$ cat config.mk
export PLATFORM = sky130hd
export DESIGN_NAME = mips_hazard_unit_flat
export DESIGN_NICKNAME = d
export VERILOG_FILES = /design/src/rtl/mips_pkg.sv /design/src/rtl/mips_hazard_unit_if.sv /design/src/rtl/hazard_sat_cnt.sv /design/src/rtl/mips_hazard_unit.sv /design/src/flat_wrapper.sv
export SDC_FILE = /design/constraint.sdc
export NUM_CORES = 1
export LEC_CHECK = 0
export BUFFER_PORTS_ARGS = -buffer_cell sky130_fd_sc_hd__buf_4
export CAP_MARGIN = 10
export CORE_MARGIN = 2
export CORE_UTILIZATION = 40
export DETAILED_ROUTE_END_ITERATION = 16
export GPL_TIMING_DRIVEN = 0
export PLACE_DENSITY = 0.62
export SLEW_MARGIN = 40
export SYNTH_ARGS = -nofsm -noshare
export SYNTH_HDL_FRONTEND = slang
export SYNTH_HIERARCHICAL = 1
export SYNTH_SLANG_ARGS = --single-unit
$ cat constraint.sdc
create_clock -name Eclk -period 2.2 [get_ports Eclk]
set_input_delay 0.22 -clock Eclk [delete_from_list [all_inputs] [get_ports Eclk]]
set_output_delay 0.22 -clock Eclk [all_outputs]
set_load 0.02 [all_outputs]
$ cat src/rtl/mips_pkg.sv
`default_nettype none
// ============================================================================
// Module      : mips_pkg
// Description : Shared definitions for the MIPS hazard/forwarding controller.
//               Forwarding select encodings, branch-resolve stage encodings,
//               the shadow-pipeline stage record and the forwarding helper.
// Revision    : 1.0 - initial release
// ============================================================================
package mips_pkg;

    // ALU operand source selects
    localparam logic [1:0] FWD_REG   = 2'd0;  // register file
    localparam logic [1:0] FWD_EXMEM = 2'd1;  // EX/MEM ALU result
    localparam logic [1:0] FWD_MEMWB = 2'd2;  // MEM/WB write-back data

    // Stage in which a branch resolves
    localparam int BR_EX  = 2;
    localparam int BR_MEM = 3;

    // Register tags are stored zero-extended to a fixed width so a single
    // record type serves every REG_AW up to this size.
    localparam int TAG_AW = 8;

    typedef struct packed {
        logic              valid;
        logic              wr_en;
        logic [TAG_AW-1:0] wr_reg;
        logic              mem_read;
        logic [TAG_AW-1:0] rs;
        logic [TAG_AW-1:0] rt;
        logic              use_rs;
        logic              use_rt;
    } stage_tag_t;

    // Select the freshest producer of src; MEM is younger than WB so it wins.
    // Register 0 is never forwarded because it always reads as zero.
    function automatic logic [1:0] fwd_select(input logic              use_src,
                                              input logic [TAG_AW-1:0] src,
                                              input stage_tag_t        mem,
                                              input stage_tag_t        wb);
        logic [1:0] sel;
        sel = FWD_REG;
        if (use_src && (src != '0)) begin
            if (mem.valid && mem.wr_en && (mem.wr_reg == src)) begin
                sel = FWD_EXMEM;
            end else if (wb.valid && wb.wr_en && (wb.wr_reg == src)) begin
                sel = FWD_MEMWB;
            end
        end
        return sel;
    endfunction

endpackage
`default_nettype wire

$ cat src/rtl/mips_hazard_unit_if.sv
`default_nettype none
// ============================================================================
// Module      : mips_hazard_unit_if
// Description : Bundle between the datapath (master) and the hazard unit
//               (slave). Master drives ID-stage decode info and branch
//               outcome; slave returns write enables, flushes, forwarding
//               selects and the event counters.
// Revision    : 1.0 - initial release
// ============================================================================
interface mips_hazard_unit_if #(
    parameter int REG_AW = 5,
    parameter int CNT_W  = 16
);
    logic              id_valid;
    logic [REG_AW-1:0] id_rs;
    logic [REG_AW-1:0] id_rt;
    logic              id_use_rs;
    logic              id_use_rt;
    logic              id_wr_en;
    logic [REG_AW-1:0] id_wr_reg;
    logic              id_mem_read;
    logic              id_jump;
    logic              br_taken;

    logic              pc_we;
    logic              ifid_we;
    logic              idex_bubble;
    logic              flush_ifid;
    logic              flush_idex;
    logic              flush_exmem;
    logic [1:0]        fwd_a;
    logic [1:0]        fwd_b;
    logic [CNT_W-1:0]  stall_cnt;
    logic [CNT_W-1:0]  flush_cnt;

    modport master (
        output id_valid, id_rs, id_rt, id_use_rs, id_use_rt, id_wr_en,
               id_wr_reg, id_mem_read, id_jump, br_taken,
        input  pc_we, ifid_we, idex_bubble, flush_ifid, flush_idex,
               flush_exmem, fwd_a, fwd_b, stall_cnt, flush_cnt
    );

    modport slave (
        input  id_valid, id_rs, id_rt, id_use_rs, id_use_rt, id_wr_en,
               id_wr_reg, id_mem_read, id_jump, br_taken,
        output pc_we, ifid_we, idex_bubble, flush_ifid, flush_idex,
               flush_exmem, fwd_a, fwd_b, stall_cnt, flush_cnt
    );
endinterface
`default_nettype wire

$ cat src/rtl/hazard_sat_cnt.sv
`default_nettype none
// ============================================================================
// Module      : hazard_sat_cnt
// Description : Saturating up-counter. Adds one per cycle with inc high and
//               sticks at all-ones.
// Ports       : clk, rst_n (async active-low), inc, count[WIDTH-1:0]
// Revision    : 1.0 - initial release
// ============================================================================
module hazard_sat_cnt #(
    parameter int WIDTH = 16
) (
    input  wire logic             clk,
    input  wire logic             rst_n,
    input  wire logic             inc,
    output logic [WIDTH-1:0]      count
);
    localparam logic [WIDTH-1:0] C_MAX = '1;

    logic [WIDTH-1:0] r_count;

    always_ff @(posedge clk or negedge rst_n) begin
        if (!rst_n) begin
            r_count <= '0;
        end else if (inc && (r_count != C_MAX)) begin
            r_count <= r_count + 1'b1;
        end
    end

    assign count = r_count;

endmodule
`default_nettype wire

$ cat src/rtl/mips_hazard_unit.sv
`default_nettype none
// ============================================================================
// Module      : mips_hazard_unit
// Description : Hazard and forwarding controller for the 5-stage MIPS pipe.
//               Tracks EX/MEM/WB register tags in a shadow pipeline and
//               produces forwarding selects, load-use stalls and
//               branch/jump flushes, all combinational in the same cycle.
// Ports       : Eclk  - pipeline clock, rising edge
//               rst_n - asynchronous active-low reset
//               hz    - slave side of mips_hazard_unit_if
// Revision    : 1.0 - initial release
// ============================================================================
module mips_hazard_unit
    import mips_pkg::*;
#(
    parameter int REG_AW   = 5,
    parameter int BR_STAGE = BR_MEM,  // 2 = EX, 3 = MEM
    parameter int CNT_W    = 16
) (
    input wire logic          Eclk,
    input wire logic          rst_n,
    mips_hazard_unit_if.slave hz
);
    localparam int C_EX  = 0;
    localparam int C_MEM = 1;
    localparam int C_WB  = 2;

    stage_tag_t r_stage [3];
    stage_tag_t w_id_tag;

    logic       w_br_mem;
    logic       w_load_use;
    logic       w_stall;
    logic       w_flush_ifid;
    logic       w_flush_idex;
    logic       w_flush_exmem;
    logic       w_pc_we;
    logic       w_ifid_we;
    logic [1:0] w_fwd_a;
    logic [1:0] w_fwd_b;

    // A MEM-resolved branch also has a wrong-path instruction in EX.
    if (BR_STAGE == BR_MEM) begin : g_br_mem
        assign w_br_mem = 1'b1;
    end else begin : g_br_ex
        assign w_br_mem = 1'b0;
    end

    always_comb begin
        w_id_tag          = '0;
        w_id_tag.valid    = hz.id_valid;
        w_id_tag.wr_en    = hz.id_wr_en;
        w_id_tag.wr_reg   = TAG_AW'(hz.id_wr_reg[REG_AW-1:0]);
        w_id_tag.mem_read = hz.id_mem_read;
        w_id_tag.rs       = TAG_AW'(hz.id_rs[REG_AW-1:0]);
        w_id_tag.rt       = TAG_AW'(hz.id_rt[REG_AW-1:0]);
        w_id_tag.use_rs   = hz.id_use_rs;
        w_id_tag.use_rt   = hz.id_use_rt;
    end

    // Load in EX whose destination is a source of the instruction in ID.
    assign w_load_use = hz.id_valid && r_stage[C_EX].valid &&
                        r_stage[C_EX].mem_read && (r_stage[C_EX].wr_reg != '0) &&
                        ((hz.id_use_rs && (w_id_tag.rs == r_stage[C_EX].wr_reg)) ||
                         (hz.id_use_rt && (w_id_tag.rt == r_stage[C_EX].wr_reg)));

    // Outputs are forced to their idle values while reset is held so an
    // in-progress stall drops without waiting for a clock edge.
    always_comb begin
        w_stall       = 1'b0;
        w_flush_ifid  = 1'b0;
        w_flush_idex  = 1'b0;
        w_flush_exmem = 1'b0;
        w_pc_we       = 1'b1;
        w_ifid_we     = 1'b1;
        w_fwd_a       = FWD_REG;
        w_fwd_b       = FWD_REG;
        if (rst_n) begin
            // A taken branch kills the dependant anyway, so it overrides
            // the stall; a jump waits until the stall has cleared.
            w_stall       = w_load_use && !hz.br_taken;
            w_flush_ifid  = hz.br_taken || (hz.id_jump && !w_load_use);
            w_flush_idex  = hz.br_taken;
            w_flush_exmem = hz.br_taken && w_br_mem;
            w_pc_we       = !w_stall;
            w_ifid_we     = !w_stall;
            w_fwd_a = fwd_select(r_stage[C_EX].use_rs, r_stage[C_EX].rs,
                                 r_stage[C_MEM], r_stage[C_WB]);
            w_fwd_b = fwd_select(r_stage[C_EX].use_rt, r_stage[C_EX].rt,
                                 r_stage[C_MEM], r_stage[C_WB]);
        end
    end

    always_ff @(posedge Eclk or negedge rst_n) begin
        if (!rst_n) begin
            r_stage[C_EX]  <= '0;
            r_stage[C_MEM] <= '0;
            r_stage[C_WB]  <= '0;
        end else begin
            r_stage[C_EX]  <= (w_stall || w_flush_idex) ? '0 : w_id_tag;
            r_stage[C_MEM] <= w_flush_exmem ? '0 : r_stage[C_EX];
            r_stage[C_WB]  <= r_stage[C_MEM];
        end
    end

    hazard_sat_cnt #(.WIDTH(CNT_W)) u_stall_cnt (
        .clk   (Eclk),
        .rst_n (rst_n),
        .inc   (w_stall),
        .count (hz.stall_cnt)
    );

    hazard_sat_cnt #(.WIDTH(CNT_W)) u_flush_cnt (
        .clk   (Eclk),
        .rst_n (rst_n),
        .inc   (w_flush_ifid || w_flush_idex || w_flush_exmem),
        .count (hz.flush_cnt)
    );

    assign hz.pc_we       = w_pc_we;
    assign hz.ifid_we     = w_ifid_we;
    assign hz.idex_bubble = w_stall;
    assign hz.flush_ifid  = w_flush_ifid;
    assign hz.flush_idex  = w_flush_idex;
    assign hz.flush_exmem = w_flush_exmem;
    assign hz.fwd_a       = w_fwd_a;
    assign hz.fwd_b       = w_fwd_b;

endmodule
`default_nettype wire
$ cat src/flat_wrapper.sv
// flat-port wrapper written by rule: the top's interface ports become plain ports
module mips_hazard_unit_flat import mips_pkg::*;
#(
    parameter int REG_AW   = 5,
    parameter int BR_STAGE = BR_MEM,                    
    parameter int CNT_W    = 16
)
  (Eclk, rst_n, hz_id_valid, hz_id_rs, hz_id_rt, hz_id_use_rs, hz_id_use_rt, hz_id_wr_en, hz_id_wr_reg, hz_id_mem_read, hz_id_jump, hz_br_taken, hz_pc_we, hz_ifid_we, hz_idex_bubble, hz_flush_ifid, hz_flush_idex, hz_flush_exmem, hz_fwd_a, hz_fwd_b, hz_stall_cnt, hz_flush_cnt);
  mips_hazard_unit_if #(.REG_AW(REG_AW), .CNT_W(CNT_W)) hz_i ();
  input wire logic Eclk;
  input wire logic rst_n;
  input wire logic [$bits(hz_i.id_valid)-1:0] hz_id_valid;
  input wire logic [$bits(hz_i.id_rs)-1:0] hz_id_rs;
  input wire logic [$bits(hz_i.id_rt)-1:0] hz_id_rt;
  input wire logic [$bits(hz_i.id_use_rs)-1:0] hz_id_use_rs;
  input wire logic [$bits(hz_i.id_use_rt)-1:0] hz_id_use_rt;
  input wire logic [$bits(hz_i.id_wr_en)-1:0] hz_id_wr_en;
  input wire logic [$bits(hz_i.id_wr_reg)-1:0] hz_id_wr_reg;
  input wire logic [$bits(hz_i.id_mem_read)-1:0] hz_id_mem_read;
  input wire logic [$bits(hz_i.id_jump)-1:0] hz_id_jump;
  input wire logic [$bits(hz_i.br_taken)-1:0] hz_br_taken;
  output wire logic [$bits(hz_i.pc_we)-1:0] hz_pc_we;
  output wire logic [$bits(hz_i.ifid_we)-1:0] hz_ifid_we;
  output wire logic [$bits(hz_i.idex_bubble)-1:0] hz_idex_bubble;
  output wire logic [$bits(hz_i.flush_ifid)-1:0] hz_flush_ifid;
  output wire logic [$bits(hz_i.flush_idex)-1:0] hz_flush_idex;
  output wire logic [$bits(hz_i.flush_exmem)-1:0] hz_flush_exmem;
  output wire logic [$bits(hz_i.fwd_a)-1:0] hz_fwd_a;
  output wire logic [$bits(hz_i.fwd_b)-1:0] hz_fwd_b;
  output wire logic [$bits(hz_i.stall_cnt)-1:0] hz_stall_cnt;
  output wire logic [$bits(hz_i.flush_cnt)-1:0] hz_flush_cnt;
  assign hz_i.id_valid = hz_id_valid;
  assign hz_i.id_rs = hz_id_rs;
  assign hz_i.id_rt = hz_id_rt;
  assign hz_i.id_use_rs = hz_id_use_rs;
  assign hz_i.id_use_rt = hz_id_use_rt;
  assign hz_i.id_wr_en = hz_id_wr_en;
  assign hz_i.id_wr_reg = hz_id_wr_reg;
  assign hz_i.id_mem_read = hz_id_mem_read;
  assign hz_i.id_jump = hz_id_jump;
  assign hz_i.br_taken = hz_br_taken;
  assign hz_pc_we = hz_i.pc_we;
  assign hz_ifid_we = hz_i.ifid_we;
  assign hz_idex_bubble = hz_i.idex_bubble;
  assign hz_flush_ifid = hz_i.flush_ifid;
  assign hz_flush_idex = hz_i.flush_idex;
  assign hz_flush_exmem = hz_i.flush_exmem;
  assign hz_fwd_a = hz_i.fwd_a;
  assign hz_fwd_b = hz_i.fwd_b;
  assign hz_stall_cnt = hz_i.stall_cnt;
  assign hz_flush_cnt = hz_i.flush_cnt;
  mips_hazard_unit #(.REG_AW(REG_AW), .BR_STAGE(BR_STAGE), .CNT_W(CNT_W)) u_core (.Eclk(Eclk), .rst_n(rst_n), .hz(hz_i));
endmodule
==> results.md, run 1 <==
* Fmax achieved at 462 MHz
* Max clock buf depth at 2
* Peak VDD IR at around 350 µV
* DPL Wire Length at 5.16 mm
* Clock Skew at ~0.0082 ns
* Hold crit path type: in2async
* Status: finished with violations
* Largest net degree at the start of global routing at 68
* Post-DR wirelength/cell at 14.7 µm
* Skew-Pair Late Insertion Delay at approximately 0.34 ns
* Post-synth ARST share at 100%
* Worst endpoint data arrival time at 2.38 ns
* Die area at 9130 µm²
* Synthesized area at 3350 µm²
* Setup CP Type: reg2reg
* DRT Pass-1 Iters at 4
* DP Cell Count at 468
* Die width at approximately 96 µm
* Tightest Pin Transition at 0.449 ns
* Layout Cells excl Fill at 495
* DR vias at approximately 2600
* Final period util at 98.4%
* P per Cell Area at 677 nW/µm²
* Core Footprint at 8180 µm²
* First-pass GRT wire length at 12.3 mm
* Post-synth EDFFs at 0
* Diode count at 0
* Crit-path max FO at 6
* Pleak at just over 2 nW
* Distinct cell type count after synthesis at 41
* Layout cells sized above 1 at 34.6%
* RePlAce Congestion at 0.818
* Setup crit end kind: flop
* Failing checks: hold timing
* Worst endpoint required time at 2.42 ns
* H-tree depth at 3
* IO Port Bufs at 65
* Startpoint Class: flop
* Cells after Synth at 298
* Final core utilization at 53.4%
* Area Overhead vs Synth at 30.2%
* Top-level I/O count at 66
* Final number of hold-violating endpoints at 66
* Worst Reg-to-Reg Cells at 8
* R2R Setup Slk at 0.04 ns
* Slew margin rel. at 69.7%
* Remaining DRCs at 0
* Critical Path Source: u_core/r_stage[80]$_DFF_PN0_
* FP Rows at 33
* Vias in the first global route at 2458
* Initial antenna violation count at 0
* Yosys warnings at 6
* Clock Tree Root: clkbuf_8
* CTS clk-pin slew, worst paths at 0.07 ns
* CTS buffer count at 9
* Global route overflow at 0
* Flops & latches, synth at 66
* Final wirelength at 7.26 mm
* Die height at 95.5 µm
* Max-cap viol count at 0
* Routed Antenna Nets at 0
* Critical R2R Capture: u_core/u_stall_cnt/count[15]$_DFFE_PN0P_
* Fin. max-slew vios at 0
* Worst r2r src: u_core/r_stage[80]$_DFF_PN0_
* Initial core utilization at roughly 41%
* Tmin final at 2.16 ns
* Hold_ws at -0.233 ns
* Top_reg_cell synth: dfrtp_1
* Initial DRC count at 84
* Via density at 5.24
* CTS tree: yes
* RSZ-0062 raised after global routing: true
* Mean post-synth cell area at around 11 µm²
* Final #Nets at just over 400
* Clock Sinks at 66
* Sequential fraction of the synthesis area at between 40% and 50%
* Synthesized net count at ~320
* Total global-route track usage at 17.4%
* Final Setup Violations at 0
-- cell type report --
cell class	count	area, µm²
fill	767	3810
multi-input combinational	221	1710
sequential	66	1660
timing repair buffer	77	602
clock buffer	14	163
tap	105	131
buffer	8	55.1
clock inverter	2	35.0
inverter	2	7.51
-- worst max-delay path by stage --
stage | to | slack [ns]
after floorplan | u_core/u_stall_cnt/count[5]$_DFFE_PN0P_ | 0.03
after global placement | u_core/u_flush_cnt/count[5]$_DFFE_PN0P_ | -0.54
after detailed placement | u_core/u_flush_cnt/count[5]$_DFFE_PN0P_ | -0.58
after CTS | u_core/u_flush_cnt/count[7]$_DFFE_PN0P_ | -0.002
after global routing | u_core/u_stall_cnt/count[15]$_DFFE_PN0P_ | -0.16
final | u_core/u_stall_cnt/count[15]$_DFFE_PN0P_ | 0.04
-- synth_stat cells, types with 3 or more instances --
library cell,n,area share (%)
o21a_1,10,2.2
o211ai_1,4,0.90
o21ai_0,3,0.45
nor4_1,3,0.56
a21oi_1,26,3.9
a31oi_1,8,1.5
nand4_2,3,1.1
nand3_1,11,1.6
and4_1,3,0.78
nor3_2,3,0.90
xnor2_1,28,7.3
nand2_1,32,3.6
xor2_1,16,4.2
and3_1,4,0.75
buf_4,3,0.67
nand4_1,20,3.7
and2_1,8,1.5
nor4_4,4,2.5
dfrtp_1,66,49
nor2_1,5,0.56
-- cells in the final DEF (no fill, tap or decap), types with 3 or more instances in the layout --
cell type / n
buf_6: 5
o211ai_1: 4
dfrtp_2: 4
nand3_1: 11
clkbuf_1: 5
nand4_4: 3
and4_4: 4
buf_4: 75
a21oi_1: 26
o21a_1: 10
dfrtp_1: 62
xor2_1: 16
clkbuf_8: 11
nand4_1: 20
xnor2_2: 3
nor2_1: 5
nor4_4: 4
a31oi_1: 7
and2_1: 8
nand2_1: 31
xnor2_1: 25
-- report_power, final --
group	total [mW]	leakage (nW)	switching [mW]	internal, mW
Clock	1.01	0.101	0.426	0.585
Sequential	1.45	0.857	0.142	1.31
Combinational	0.492	1.07	0.261	0.231
Total	2.95	2.03	0.829	2.12
-- sequential cells by signal (all words and copies together), names as in the netlist --
register                  flops
u_core/r_stage               34
u_core/u_flush_cnt/count     16
u_core/u_stall_cnt/count     16
-- critical path, cell delays in order (launching register included) --
cell and delay (ns):
dfrtp_2 0.43, xnor2_1 0.16, nand4_1 0.16, o22ai_4 0.30
and4_4 0.33, nand4_1 0.16, nor4_4 0.22, and4b_1 0.23
a21oi_1 0.06
-- timing repair --
item,in CTS,in global routing
endpoints found under the hold margin,66,66
gates resized for setup,12,16
pin swaps,3,11
endpoints found under the setup margin,31,19
setup buffers,6,6
-- per-layer routing --
layer,wire length (µm),vias to the layer above,global-route usage [%],part of all wire (%)
met4,140,0,6.79,1.9
met3,324,11,3.40,4.5
met2,3300,62,25.5,45
li1,-,1283,-,-
met5,0,-,0,0
met1,3500,1240,25.4,48
-- stage by stage --
step / worst slack (ns) / instance area [µm²] / power [mW] / TNS (ns)
after floorplan: 0.0313 / 3350 / 1.71 / 0
after global placement: -0.539 / 3970 / 1.92 / -8.36
after detailed placement: -0.576 / 3970 / 1.93 / -9.26
after CTS: -0.00162 / 4250 / 2.97 / -0.00162
after global routing: -0.162 / 4360 / 3.12 / -1.04
final: 0.0354 / 4360 / 2.95 / 0
-- kinds of logic (layout without fill, tap and decap cells) --
group | count (synthesis) | in the layout | share of synthesized area [%]
buf+inv | 11 | 103 | 2.09
mux | 2 | 2 | 0.672
simple gates | 114 | 114 | 23.6
fa+ha+maj | 2 | 2 | 0.747
flops | 66 | 66 | 49.3
xor+xnor | 44 | 44 | 11.5
compound gates | 59 | 59 | 12.1
No activity file was read; power rests on OpenSTA's default activity.
==> run 2: changes to the inputs <==
--- a/config.mk
+++ b/config.mk
@@ -12,6 +12,7 @@
 export DETAILED_ROUTE_END_ITERATION = 16
 export GPL_TIMING_DRIVEN = 0
 export PLACE_DENSITY = 0.62
+export SETUP_SLACK_MARGIN = 0.5
 export SLEW_MARGIN = 40
 export SYNTH_ARGS = -nofsm -noshare
 export SYNTH_HDL_FRONTEND = slang
==> run 2 against run 1 <==
The run now ends clean. Sequential power about the same. Non-clock buffer count increased by 23. Sequential cell count stayed put. Critical path depth stayed put. Largest cell class unchanged. Hold slack improved by 0.32 ns. Count of clock-buffer cells in the layout shrank 5. Register-to-register slack improved by 0.02 ns. Routed wire length grew 14%. Power is 12% higher.
==> results.md, run 2 (synthesis results as in run 1) <==
* Status: finished, final reports clean
* CTS tree: yes
* Int Power at 2.37 mW (+11%)
* CTS clk-pin slew, worst paths at 0.07 ns (about the same)
* Combinational power share at 18.7% (+2.0 points)
* Worst endpoint required time at 1.98 ns (-0.44 ns)
* DRT Pass-1 Iters at 4 (unchanged)
* Remaining DRCs at 0 (unchanged)
* Startpoint Class: flop
* Die width at 95.5 µm (unchanged)
* Tightest Pin Transition at 0.483 ns (+0.0335 ns)
* TNS Setup at 0 ns (unchanged)
* Final #Nets at 434 (+5.6%)
* Global route overflow at 0 (unchanged)
* Total global-route track usage at 18.9% (+1.4 points)
* Clock Tree Root: clkbuf_8
* DR vias at 2762 (+6.4%)
* Initial antenna violation count at 0 (unchanged)
* Pleak at 2.25 nW (+11%)
* IO Port Bufs at 65 (unchanged)
* Hold crit path type: in2reg
* Diode count at 0 (unchanged)
* Post-DR wirelength/cell at 16.0 µm (+8.9%)
* FP Rows at 33 (unchanged)
* Clock Sinks at 66 (unchanged)
* Fmax achieved at 460 MHz (-0.38%)
* Largest Register: u_core/r_stage
* Sw power at 0.937 mW (+13%)
* Peak VDD IR at 359 µV (+3.9%)
* R2R Setup Slk at 0.06 ns (+0.02 ns)
* First-pass GRT wire length at 13.0 mm (+6.1%)
* Worst Path Buf+Inv at 4 (+4)
* Reg power frac at 44.2% (-4.9 points)
* Commonest non-fill, non-tap cell in the layout: buf_4
* Worst Reg-to-Reg Cells at 8 (unchanged)
* CP endpoint: hz_pc_we
* Initial DRC count at 76 (-9.5%)
* CP max stage delay at 0.43 ns (about the same)
* Critical R2R Capture: u_core/u_stall_cnt/count[15]$_DFFE_PN0P_
* Most frequent cells in the layout: 79 x buf_4, 63 x dfrtp_1, 28 x nand2_1
* RSZ-0062 raised after global routing: true
* Die area at 9130 µm² (unchanged)
* Max-cap viol count at 0 (unchanged)
* Crit-path max FO at 4 (-2)
* Max reg flops at 34 (unchanged)
* Hold_ws at 0.0875 ns (+0.320 ns)
* Worst-path cell chain: xnor2_1 > nand4_1 > o22ai_4 > buf_6 > buf_6 > nand4_4 > buf_6 > buf_6
* Final number of hold-violating endpoints at 0 (-100%)
* Core Footprint at 8180 µm² (unchanged)
* Final Setup Violations at 0 (unchanged)
* Critical Path Source: u_core/r_stage[77]$_DFF_PN0_
* Tmin final at 2.17 ns (+0.00829 ns)
* Skew-Pair Late Insertion Delay at 0.34 ns (about the same)
* RePlAce Congestion at 0.821 (+0.38%)
* Routed Antenna Nets at 0 (unchanged)
* P per Cell Area at 683 nW/µm² (+0.88%)
* CP max-delay cell: dfrtp_1
* Final core utilization at 59.2% (+5.8 points)
* WP depth at 8 (unchanged)
* DPL Wire Length at 5.35 mm (+3.6%)
* Final wirelength at 8.27 mm (+14%)
* Largest net degree at the start of global routing at 34 (-50%)
* CTS buffer count at 9 (unchanged)
* H-tree depth at 3 (unchanged)
* Setup crit end kind: output pin
* Power share of the clock group at 37.1% (+2.9 points)
* Setup CP Type: reg2out
* Worst r2r src: u_core/r_stage[77]$_DFF_PN0_
* Fin. max-slew vios at 0 (unchanged)
* Die height at 95.5 µm (unchanged)
* Crit path max-delay family: buffers and inverters
* Top-level I/O count at 66 (unchanged)
* Worst endpoint data arrival time at 1.95 ns (-0.43 ns)
* Clock Skew at 0.00681 ns (-0.00140 ns)
* Area Overhead vs Synth at 44.3%
* Max clock buf depth at 2 (unchanged)
* Vias in the first global route at 2658 (+8.1%)
* Cell repeated most along the worst path: buf_6
* Initial core utilization at 41.0% (unchanged)
* Switching Fraction at 28.4% (+0.29 points)
* Layout cells sized above 1 at 42.9% (+8.2 points)
* Final period util at 98.8% (+0.38 points)
* Via density at 5.33 (+1.7%)
* Slew margin rel. at 67.5% (-2.3 points)
## run 2: changes by cell type in the layout (fill, tap and decap cells not counted), moves of 3 or more
cell / previous run / this run
clkbuf_1: 5 / 1
a21oi_1: 26 / 22
buf_4: 75 / 79
nand2_1: 31 / 28
buf_6: 5 / 19
## run 2: metrics by stage
step	cells	power (mW)	instance area, µm²	setup WS (ns)
2_1_floorplan	298	1.71	3380	0.148
3_3_place_gp	468	1.92	4000	-0.425
3_5_place_dp	468	1.94	4000	-0.419
4_1_cts	510	3.26	4660	0.0191
5_1_grt	518	3.44	4840	-0.0970
6_report	518	3.30	4840	0.0271
## run 2: worst min-delay path by stage
| stage | from | end | slack [ns] | cells past startpoint |
|---|---|---|---|---|
| final | hz_id_wr_reg[1] | u_core/r_stage[78]$_DFF_PN0_ | 0.09 | 3 |
| after detailed placement | u_core/r_stage[57]$_DFF_PN0_ | u_core/r_stage[28]$_DFF_PN0_ | 0.37 | 0 |
| after global routing | hz_id_wr_reg[4] | u_core/r_stage[81]$_DFF_PN0_ | 0.09 | 3 |
| after CTS | hz_id_wr_reg[1] | u_core/r_stage[78]$_DFF_PN0_ | 0.07 | 3 |
| after floorplan | rst_n | u_core/r_stage[19]$_DFF_PN0_ | -0.08 | 0 |
| after global placement | u_core/r_stage[56]$_DFF_PN0_ | u_core/r_stage[27]$_DFF_PN0_ | 0.36 | 0 |
## run 2: cell type report
cell class,count,area (µm²)
Fill cell,691,3340
Multi-Input combinational cell,221,1850
Sequential cell,66,1660
Timing Repair Buffer,99,878
Tap cell,105,131
Clock buffer,9,124
Clock inverter,7,118
Buffer,9,70.1
Inverter,2,7.51
## run 2: worst register-to-register path, stage by stage, from the launching register on
cell and delay (ns):
dfrtp_1 0.43, xnor2_1 0.18, nand4_1 0.17, o22ai_4 0.24, and4_4 0.33, nand4_1 0.16, nor4_4 0.23, and4b_1 0.23
a21oi_1 0.06
## run 2: what timing repair did
item                                    4_1_cts  5_1_grt
gates cloned                                  1        0
gates resized for setup                      45       20
hold endpoints to repair                     66        0
hold buffers                                  3        0
endpoints found under the setup margin       42       60
buffers inserted                             22        8
pin swaps                                    22       24
## run 2: layer usage
metal / track usage [%] / part of all wire [%] / wire length [µm]
met2: 30.1 / 50 / 4150
met3: 4.58 / 5.6 / 462
met1: 24.4 / 43 / 3530
met4: 8.10 / 1.6 / 136
met5: 0 / 0 / 0
## run 2: power groups by stage
| stage | combinational [mW] | sequential (mW) | clock [mW] |
|---|---|---|---|
| finish | 0.618 | 1.46 | 1.22 |
| detailed placement | 0.471 | 1.47 | 0 |
| global route | 0.669 | 1.47 | 1.30 |
| floorplan | 0.217 | 1.50 | 0 |
| global placement | 0.461 | 1.46 | 0 |
| CTS | 0.568 | 1.45 | 1.25 |
==> run 3: changes to the inputs <==
--- a/config.mk
+++ b/config.mk
@@ -7,11 +7,13 @@
 export LEC_CHECK = 0
 export BUFFER_PORTS_ARGS = -buffer_cell sky130_fd_sc_hd__buf_4
 export CAP_MARGIN = 10
+export CELL_PAD_IN_SITES_DETAIL_PLACEMENT = 0
+export CELL_PAD_IN_SITES_GLOBAL_PLACEMENT = 1
 export CORE_MARGIN = 2
-export CORE_UTILIZATION = 40
+export CORE_UTILIZATION = 39
 export DETAILED_ROUTE_END_ITERATION = 16
 export GPL_TIMING_DRIVEN = 0
-export PLACE_DENSITY = 0.62
+export PLACE_DENSITY = 0.75
 export SETUP_SLACK_MARGIN = 0.5
 export SLEW_MARGIN = 40
 export SYNTH_ARGS = -nofsm -noshare
==> run 3 against run 2 <==
Utilization is 0.27 points lower. Global-route usage shrank 0.84 points. Sequential power hardly changed. Cell area is 0.54% higher. Power decreased by 3.6%. Largest cell class unchanged. Largest power group unchanged. Highest routed layer unchanged.
==> results.md, run 3 (synthesis results as in run 1) <==
* Status: finished, final reports clean
* Layout cells sized above 1 at 44.4% (+1.6 points)
* Max clock buf depth at 2 (unchanged)
* Int Power at 2.26 mW (-4.6%)
* Clock Skew at 0.0134 ns (+0.00660 ns)
* Tmin final at 2.11 ns (-0.0592 ns)
* Final number of hold-violating endpoints at 0 (unchanged)
* Max reg flops at 34 (unchanged)
* First-pass GRT wire length at 13.9 mm (+7.0%)
* H-tree depth at 3 (unchanged)
* Initial core utilization at 40.6% (-0.41 points)
* TNS Setup at 0 ns (unchanged)
* R2R Setup Slk at 0.09 ns (+0.03 ns)
* Setup ws final at 0.0864 ns (+0.0592 ns)
* Tightest Pin Transition at 0.479 ns (-0.00362 ns)
* Initial antenna violation count at 0 (unchanged)
* CTS buffer count at 9 (unchanged)
* RSZ-0062 raised after global routing: true
* DRT Pass-1 Iters at 4 (unchanged)
* Final Cell Area at 4860 µm² (+0.54%)
* Final wirelength at 8.34 mm (+0.75%)
* Most frequent cells in the layout: 89 x buf_4, 60 x dfrtp_1, 28 x nand2_1
* Post-place instance area at 4020 µm² (+0.50%)
* Max-cap viol count at 0 (unchanged)
* Area Overhead vs Synth at 45.1%
* Worst endpoint data arrival time at 2.33 ns (+0.38 ns)
* Clock Tree Root: clkbuf_8
* Skew-Pair Late Insertion Delay at 0.34 ns (about the same)
* Post-DR wirelength/cell at 15.8 µm (-0.78%)
* RePlAce Congestion at 0.807 (-1.8%)
* Largest net degree at the start of global routing at 27 (-21%)
* Place WS at -0.321 ns (+0.0979 ns)
* Worst Path Buf+Inv at 1 (-3)
* Global route overflow at 0 (unchanged)
* Worst r2r src: u_core/r_stage[81]$_DFF_PN0_
* Final period util at 96.1% (-2.7 points)
* Pleak at 2.30 nW (+2.5%)
* DR vias at 2787 (+0.91%)
* Combinational power share at 19.2% (+0.5 points)
* Hold crit path type: in2reg
* Commonest non-fill, non-tap cell in the layout: buf_4
* IO Port Bufs at 65 (unchanged)
* P per Cell Area at 655 nW/µm² (-4.1%)
* Worst Reg-to-Reg Cells at 9 (+1)
* Largest Register: u_core/r_stage
* Die height at 96.7 µm (+1.2%)
* CTS clk-pin slew, worst paths at 0.07 ns (about the same)
* Initial DRC count at 91 (+20%)
* Crit-path max FO at 5 (+1)
* Final Setup Violations at 0 (unchanged)
* Die area at 9350 µm² (+2.5%)
* Startpoint Class: flop
* Cell repeated most along the worst path: a31oi_1
* Crit path max-delay family: simple AND/OR/NAND/NOR gates
* Diode count at 0 (unchanged)
* Core Footprint at 8260 µm² (+1.0%)
* Peak VDD IR at 702 µV (+95%)
* Worst endpoint required time at 2.41 ns (+0.43 ns)
* Hold Crit Endpoint: u_core/r_stage[80]$_DFF_PN0_
* Slew margin rel. at 68.1% (+0.58 points)
* FP Rows at 33 (unchanged)
* CTS tree: yes
* Remaining DRCs at 0 (unchanged)
* Hold_sp: hz_id_wr_reg[3]
* Fmax achieved at 473 MHz (+2.8%)
* Via density at 5.30 (-0.63%)
* DPL Wire Length at 5.50 mm (+2.7%)
* CP max stage delay at 0.45 ns (+0.02 ns)
* Vias in the first global route at 2811 (+5.8%)
* Final #Nets at 442 (+1.8%)
* Clock Sinks at 66 (unchanged)
* Top-level I/O count at 66 (unchanged)
* Setup CP Type: reg2reg
* Hold_ws at 0.0958 ns (+0.00833 ns)
* Switching Fraction at 29.2% (+0.77 points)
* Power share of the clock group at 35.4% (-1.7 points)
* Worst-path cell chain: xnor2_1 > nand4_1 > o22ai_4 > buf_4 > a31oi_4 > and3_4 > and4_2 > a31oi_1 > a31oi_1
* Fin. max-slew vios at 0 (unchanged)
* Total global-route track usage at 18.0% (-0.84 points)
* WHS Path Cells at 3 (unchanged)
* Reg power frac at 45.4% (+1.2 points)
* Total Power at 3.19 mW (-3.6%)
* Die width at 96.7 µm (+1.2%)
* Setup crit end kind: flop
* Sw power at 0.929 mW (-0.92%)
* Critical R2R Capture: u_core/u_flush_cnt/count[7]$_DFFE_PN0P_
* Routed Antenna Nets at 0 (unchanged)
* CP max-delay cell: dfrtp_2
## run 3: cell type report
class / instances / area [µm²]
Multi-Input combinational cell: 221 / 1830
Fill cell: 704 / 3400
Buffer: 9 / 73.8
Sequential cell: 66 / 1660
Inverter: 2 / 7.51
Timing Repair Buffer: 107 / 942
Tap cell: 105 / 131
Clock buffer: 10 / 128
Clock inverter: 6 / 91.3
## run 3: metal layers
metal  track usage [%]  up-vias  wire length [µm]
met4              4.88        0                53
met1              25.8     1390              3930
met5                 0        -                 0
met3              4.05        5               329
met2              27.7       54              4020
li1                  -     1338                 -
## run 3: worst min-delay path, stage by stage
cell,delay (ns)
buf_4,0.11
nand2_1,0.04
a21oi_1,0.03
## run 3: worst max path at each step
stage	cells after the start	startpoint	endpoint
after floorplan	8	u_core/r_stage[80]$_DFF_PN0_	u_core/u_stall_cnt/count[15]$_DFFE_PN0P_
after global routing	8	u_core/r_stage[78]$_DFF_PN0_	u_core/u_stall_cnt/count[15]$_DFFE_PN0P_
after detailed placement	9	rst_n	u_core/u_flush_cnt/count[5]$_DFFE_PN0P_
after CTS	8	u_core/r_stage[81]$_DFF_PN0_	u_core/u_stall_cnt/count[14]$_DFFE_PN0P_
after global placement	8	rst_n	u_core/u_flush_cnt/count[5]$_DFFE_PN0P_
final	9	u_core/r_stage[81]$_DFF_PN0_	u_core/u_flush_cnt/count[7]$_DFFE_PN0P_
## run 3: what timing repair did
action / 4_1_cts / 5_1_grt
hold endpoints to repair: 46 / 0
buffers inserted: 20 / 14
cloned: 1 / 0
hold buffers: 6 / 0
pin swaps: 21 / 18
gates resized for setup: 34 / 26
setup endpoints to repair: 41 / 41
## run 3: per-stage QoR
step	cells	util, %
CTS	512	56.4
finish	526	58.9
floorplan	298	-
detailed placement	469	48.7
global placement	468	48.5
global route	526	58.9
## run 3: power by group through the flow
| stage | registers, mW | logic, mW | clock network [mW] |
|---|---|---|---|
| 2_1_floorplan | 1.50 | 0.217 | 0 |
| 3_3_place_gp | 1.46 | 0.464 | 0 |
| 3_5_place_dp | 1.46 | 0.480 | 0 |
| 4_1_cts | 1.44 | 0.557 | 1.15 |
| 5_1_grt | 1.46 | 0.661 | 1.23 |
| 6_report | 1.45 | 0.610 | 1.13 |
